File: config.mk
export PLATFORM = sky130hd
export DESIGN_NAME = ex_stage
export DESIGN_NICKNAME = d
export VERILOG_FILES = /design/src/rtl/ex_pkg.sv /design/src/rtl/mul_seq.sv /design/src/rtl/ex_stage.sv
export SDC_FILE = /design/constraint.sdc
export NUM_CORES = 1
export LEC_CHECK = 0
export ABC_AREA = 1
export CAP_MARGIN = 20
export CORE_MARGIN = 2
export CORE_UTILIZATION = 45
export DETAILED_ROUTE_END_ITERATION = 7
export PLACE_DENSITY_LB_ADDON = 0.25
export SLEW_MARGIN = 20
export SYNTH_ARGS = -nofsm -noshare
export SYNTH_HDL_FRONTEND = slang
export SYNTH_SLANG_ARGS = --single-unit
File: constraint.sdc
create_clock -name clk -period 7.4 [get_ports clk]
set_clock_uncertainty 0.05 [all_clocks]
set_input_delay 1.48 -clock clk [delete_from_list [all_inputs] [get_ports clk]]
set_output_delay 1.48 -clock clk [all_outputs]
set_load 0.03 [all_outputs]
File: src/rtl/ex_pkg.sv
// Shared definitions for the execute stage: ALU function codes, FSM states, multiplier length.
// Latency: n/a (definitions only).
// Backpressure: n/a.
package ex_pkg;

    // alu_op function codes
    localparam logic [5:0] OP_MULT = 6'h18;
    localparam logic [5:0] OP_ADD  = 6'h20;
    localparam logic [5:0] OP_SUB  = 6'h22;
    localparam logic [5:0] OP_AND  = 6'h24;
    localparam logic [5:0] OP_OR   = 6'h25;
    localparam logic [5:0] OP_XOR  = 6'h26;
    localparam logic [5:0] OP_NOR  = 6'h27;
    localparam logic [5:0] OP_SLT  = 6'h2A;
    localparam logic [5:0] OP_SLTU = 6'h2B;

    // One conditional add-and-shift per cycle, one cycle per multiplier bit
    localparam int MUL_CYCLES = 32;
    localparam int MUL_CNT_W  = $clog2(MUL_CYCLES);

    typedef enum logic {
        IDLE = 1'b0,
        BUSY = 1'b1
    } ex_state_t;

endpackage

File: src/rtl/mul_seq.sv
// Iterative shift-add multiplier producing the low DATA_W bits of the unsigned product.
// Latency: load on start, then MUL_CYCLES steps; product is valid combinationally while last=1.
// Backpressure: none; abort returns it to idle at the next edge, overriding start.
//
// Ports: clk, rst_n (async active-low); start loads a/b; abort kills any operation;
//        busy = operation in flight; last = final step this cycle; product = acc after this step.
module mul_seq
    import ex_pkg::*;
#(
    parameter int DATA_W = 32
) (
    input  logic              clk,
    input  logic              rst_n,
    input  logic              start,
    input  logic              abort,
    input  logic [DATA_W-1:0] a,
    input  logic [DATA_W-1:0] b,
    output logic              busy,
    output logic              last,
    output logic [DATA_W-1:0] product
);

    logic [DATA_W-1:0]    a_sh;
    logic [DATA_W-1:0]    b_sh;
    logic [DATA_W-1:0]    acc;
    logic [DATA_W-1:0]    acc_next;
    logic [MUL_CNT_W-1:0] cnt;

    assign acc_next = b_sh[0] ? (acc + a_sh) : acc;
    assign last     = busy && (cnt == MUL_CNT_W'(MUL_CYCLES - 1));
    // The final step's sum is exposed directly so the caller can register it
    // on the same edge the step would otherwise complete.
    assign product  = acc_next;

    always_ff @(posedge clk or negedge rst_n) begin
        if (!rst_n) begin
            a_sh <= '0;
            b_sh <= '0;
            acc  <= '0;
            cnt  <= '0;
            busy <= 1'b0;
        end else if (abort) begin
            busy <= 1'b0;
            cnt  <= '0;
        end else if (start) begin
            a_sh <= a;
            b_sh <= b;
            acc  <= '0;
            cnt  <= '0;
            busy <= 1'b1;
        end else if (busy) begin
            acc  <= acc_next;
            a_sh <= a_sh << 1;
            b_sh <= b_sh >> 1;
            cnt  <= cnt + MUL_CNT_W'(1);
            if (last) begin
                busy <= 1'b0;
            end
        end
    end

endmodule

File: src/rtl/ex_stage.sv
// Execute stage: operand muxes, ALU, branch target, destination select, EX/MEM output registers.
// Latency: 1 edge for single-cycle ops; 33 edges for MULT (iterative multiplier).
// Backpressure: stall (combinational) holds ID/EX for 32 cycles per MULT; flush clears it at once.
//
// Ports: clk, rst_n (async active-low); ID/EX inputs (in_valid, alu_op, control bits, pc_next,
//        data1/data2/sign_extend, reg1/reg2); flush; stall out; registered EX/MEM *_reg outputs.
module ex_stage
    import ex_pkg::*;
#(
    parameter int DATA_W = 32,
    parameter int PC_W   = 8
) (
    input  logic              clk,
    input  logic              rst_n,
    input  logic              in_valid,
    input  logic [5:0]        alu_op,
    input  logic              reg_dst,
    input  logic              alu_src,
    input  logic              branch,
    input  logic              mem_write,
    input  logic              mem_read,
    input  logic              reg_write,
    input  logic              mem_to_reg,
    input  logic [PC_W-1:0]   pc_next,
    input  logic [DATA_W-1:0] data1,
    input  logic [DATA_W-1:0] data2,
    input  logic [DATA_W-1:0] sign_extend,
    input  logic [4:0]        reg1,
    input  logic [4:0]        reg2,
    input  logic              flush,
    output logic              stall,
    output logic              out_valid,
    output logic [DATA_W-1:0] alu_result_reg,
    output logic [DATA_W-1:0] store_data_reg,
    output logic [PC_W-1:0]   branch_target_reg,
    output logic              zero_reg,
    output logic [4:0]        write_reg_reg,
    output logic              branch_reg,
    output logic              mem_write_reg,
    output logic              mem_read_reg,
    output logic              reg_write_reg,
    output logic              mem_to_reg_reg
);

    ex_state_t         state;
    logic [DATA_W-1:0] op_b;
    logic [DATA_W-1:0] alu_res;
    logic [DATA_W-1:0] result;
    logic              is_mult;
    logic              take_mult;
    logic              done_vld;
    logic              mul_busy;
    logic              mul_last;
    logic [DATA_W-1:0] mul_product;

    assign op_b      = alu_src ? sign_extend : data2;
    assign is_mult   = (alu_op == OP_MULT);
    assign take_mult = (state == IDLE) && in_valid && is_mult;

    // Held high from the cycle MULT is presented until the cycle its last step
    // runs, so the product and the still-held control fields register together.
    assign stall = !flush && (take_mult || ((state == BUSY) && mul_busy && !mul_last));

    // A result leaves the stage for a single-cycle op from IDLE, or on the
    // multiplier's last step; everything else sends a bubble.
    assign done_vld = !flush && (((state == IDLE) && in_valid && !is_mult) ||
                                 ((state == BUSY) && mul_last));

    always_comb begin
        alu_res = '0;
        case (alu_op)
            OP_ADD:  alu_res = data1 + op_b;
            OP_SUB:  alu_res = data1 - op_b;
            OP_AND:  alu_res = data1 & op_b;
            OP_OR:   alu_res = data1 | op_b;
            OP_XOR:  alu_res = data1 ^ op_b;
            OP_NOR:  alu_res = ~(data1 | op_b);
            OP_SLT:  alu_res = {{(DATA_W-1){1'b0}}, ($signed(data1) < $signed(op_b))};
            OP_SLTU: alu_res = {{(DATA_W-1){1'b0}}, (data1 < op_b)};
            default: alu_res = '0;
        endcase
    end

    assign result = (state == BUSY) ? mul_product : alu_res;

    mul_seq #(
        .DATA_W (DATA_W)
    ) u_mul (
        .clk     (clk),
        .rst_n   (rst_n),
        .start   (take_mult && !flush),
        .abort   (flush),
        .a       (data1),
        .b       (op_b),
        .busy    (mul_busy),
        .last    (mul_last),
        .product (mul_product)
    );

    always_ff @(posedge clk or negedge rst_n) begin
        if (!rst_n) begin
            state <= IDLE;
        end else if (flush) begin
            state <= IDLE;
        end else begin
            case (state)
                IDLE:    if (take_mult) state <= BUSY;
                BUSY:    if (mul_last)  state <= IDLE;
                default: state <= IDLE;
            endcase
        end
    end

    // Data fields update every cycle; out_valid alone tells downstream whether to use them.
    always_ff @(posedge clk or negedge rst_n) begin
        if (!rst_n) begin
            out_valid         <= 1'b0;
            alu_result_reg    <= '0;
            store_data_reg    <= '0;
            branch_target_reg <= '0;
            zero_reg          <= 1'b0;
            write_reg_reg     <= '0;
            branch_reg        <= 1'b0;
            mem_write_reg     <= 1'b0;
            mem_read_reg      <= 1'b0;
            reg_write_reg     <= 1'b0;
            mem_to_reg_reg    <= 1'b0;
        end else begin
            out_valid         <= done_vld;
            alu_result_reg    <= result;
            store_data_reg    <= data2;
            branch_target_reg <= pc_next + sign_extend[PC_W-1:0];
            zero_reg          <= (result == '0);
            write_reg_reg     <= reg_dst ? reg2 : reg1;
            branch_reg        <= branch;
            mem_write_reg     <= mem_write;
            mem_read_reg      <= mem_read;
            reg_write_reg     <= reg_write;
            mem_to_reg_reg    <= mem_to_reg;
        end
    end

endmodule

==> flow_summary_export.csv <==
group,metric,value,unit
timing,finalCriticalPeriod,5953,ps
routing,drt-initial-drc-count,1554,
finish,mostFrequentLayoutCells,"824 x nand2_1, 469 x inv_1, 213 x clkdlybuf4s50_1, 208 x o21ai_0, 205 x nor2_1",
floorplan,pin_count,216,
worst_setup_path,rr_startpoint,"u_mul.a_sh[14]",
floorplan,fp-row-count,71,
routing,wirelength,68490,um
power,swShare,44.32,%
run_status,status,"finished clean",
floorplan,die_area,39680,um2
yosys,ys_seq_area_share,27.29,%
cts,htreeDepth,4,
timing,fmax,168.0,MHz
cts,worst_skew_pair.late_latency,480,ps
cts,cts_hold_buf,0,
power,combPwrFrac,45.2,%
floorplan,core,37580,um2
worst_setup_path,critPathLaunchType,"input pin",
cts,post_cts_buffers,0,
placed_design,place.port_buffers,215,
finish,drive_above_1_share,5.014,%
cts,cts_tree,"done",
yosys,yosys_warnings,0,
min_path,hp-class,"reg2reg",
power,ir_worst_vdd,165.6,uV
timing,rsz0062_at_grt,"no",
power,p_leak,10.73,nW
timing,finalSetupViolations,0,
placed_design,place_congestion,1.015,
timing,tightest_slew,1032,ps
routing,via_count,18290,
worst_setup_path,slowest_delay,680,ps
yosys,syn_inst,2722,
finish,final_common_cell,"nand2_1",
cts,clkTransAtPathRegs,70,ps
power,p_per_area,200.6,nW/um2
worst_setup_path,rrSetupSlack,4280,ps
global_route,grt_max_degree,116,
floorplan,start_util,45.63,%
worst_setup_path,setup.worst_path.class,"in2out",
worst_setup_path,path_max_fanout,4,
placed_design,placed_area,19590,um2
power,pwr-share-clk,23.3,%
finish,fin_area,20180,um2
routing,detail-route-antenna-nets,0,
min_path,min-delay-start,"u_mul.cnt[0]",
min_path,hold_depth,1,
power,cell_internal_pwr,2.254,mW
job,cap_viol_max_count,0,
worst_setup_path,ff2ff_path_depth,15,
timing,post-route-period-util,80.45,%
finish,final_nets,3161,
worst_setup_path,cp-end-kind,"primary output",
timing,slew_violations,0,
yosys,synth.distinct_cells,46,
worst_setup_path,cpMostUsedCell,"clkdlybuf4s50_1",
worst_setup_path,cp.required,5870,ps
global_route,grt_pass1_vias,17640,
worst_setup_path,arrival,4420,ps
floorplan,die_h,199.2,um
worst_setup_path,crit_path_top_delay_cell,"nor4_2",
finish,areaGrowthSynthToFinish,17.70,%
floorplan,die_w,199.2,um
min_path,hold_path_end,"u_mul.cnt[0]",
routing,drt_pre_antenna_iters,5,
timing,totalNegativeSetupSlack,0,ps
yosys,syn_avg_cell_area,6.299,um2
placed_design,hpwl,54150,um
cts,cts_sinks,187,
routing,wl_per_cell,20.13,um
global_route,grt_usage,35.16,%
yosys,synth_fp_nets,3004,
power,seq_power_share,31.5,%
yosys,ys_seq_elements,187,
routing,remaining_drc_errors,0,
yosys,synthesis.area,17150,um2
finish,ff_latch_area,4679,um2
worst_setup_path,timing.rr.end,"zero_reg",
finish,multiInputGateArea,10220,um2
cts,cts_root_buf,"clkbuf_16",
worst_setup_path,path_cells,"clkdlybuf4s50_1, nor2_2, inv_1, nor4_2, nand2_1, nor2_4, inv_2, o21ai_0, o21a_1, clkdlybuf4s50_1",
power,p_switching,1.794,mW
finish,n_antenna_cell,0,
global_route,grt_overflow,0,
timing,hold_viol,0,
global_route,antenna_found_initial,0,
cts,cts_resized,0,
timing,relSlewSlack,30.48,%
global_route,grt_pass1_wl,103500,um
cts,cts_buffers,17,
routing,via_per_inst,5.376,
cts,clockBufferDepth,2,
finish,nFillCells,3876,
-- cell families (layout without fill, tap and decap cells) --
group           after synthesis  in the layout  share of synthesized area (%)
compound gates              459            459                          14.57
fa+ha+maj                   151            151                          11.19
buf+inv                     572            742                          13.30
xor+xnor                     20             20                          1.022
mux                           5              5                         0.3284
flops                       187            187                          27.29
simple gates               1328           1328                          32.29
-- per-layer routing --
layer  up-vias  track usage [%]  wire length, um
li1       8861                -                -
met1      8446            46.05            29500
met2       844            56.12            30290
met3       143            6.143             5335
met4         0            17.03             3365
met5         -                0                0
-- metrics by stage --
step | cells | setup WS [ps] | power, mW | util (%) | hold slack (ps)
after floorplan | 2722 | 3022 | 2.466 | - | 417.9
after global placement | 3371 | 1579 | 3.060 | 52.14 | 439.6
after detailed placement | 3371 | 1473 | 3.081 | 52.14 | 453.4
after CTS | 3403 | 1456 | 4.031 | 53.68 | 470.0
after global routing | 3403 | 1284 | 4.327 | 53.70 | 494.1
final | 3403 | 1447 | 4.049 | 53.70 | 467.7
-- critical path, delay by kind of cell --
kind,cells,cell delay [ps]
buf+inv,4,1290
compound gates,2,250
simple gates,4,1400
-- cell usage after synthesis, drive strengths merged --
master    n  area (um2)
dfrtp   187        4679
o22ai    19       118.9
o211ai    6       45.04
xnor2     8       70.07
o21bai    7       52.55
nor4      1       12.51
nand4    14       87.58
a31oi     9       56.30
nand3b    4       30.03
a211oi    9       67.56
nand3   196        1011
nor2    229       932.1
o21a      2       15.01
clkinv    1       3.750
clkbuf   34       130.1
a21o      1       7.510
mux2      5       56.30
o21ai   229        1154
a21oi   157       808.3
nand2   858        3301
or2       4       25.03
inv     479        1798
a21boi    1       7.510
a221oi    5       43.79
buf      58       349.1
ha      147        1839
and3      2       12.51
xor2     12       105.1
o221ai   13       113.9
fa        4       80.08
a22oi     1       7.510
nor3     20       125.1
-- cell type report --
cell class / count / area share [%]
clock buffer: 18 / 2.127
clock inverter: 14 / 0.7502
inverter: 480 / 8.928
multi-input combinational: 1963 / 50.62
sequential: 187 / 23.19
tap: 511 / 3.168
timing repair buffer: 230 / 11.22
-- power groups by stage --
stage               clock [mW]  combinational (mW)  sequential [mW]
CTS                      0.957                1.80             1.27
detailed placement           0                1.79             1.29
finish                   0.944                1.83             1.27
global placement             0                1.78             1.28
global route              1.00                2.04             1.29
floorplan                    0                1.15             1.32
-- how the worst max path moves through the flow --
stage,start,endpoint,cells after the start
final,alu_op[0],stall,10
after global routing,alu_op[0],stall,10
after CTS,alu_op[0],stall,10
after detailed placement,alu_op[0],stall,10
after global placement,alu_op[0],stall,10
after floorplan,alu_op[0],stall,9
Note: power is estimated with default switching activity, not from simulation.
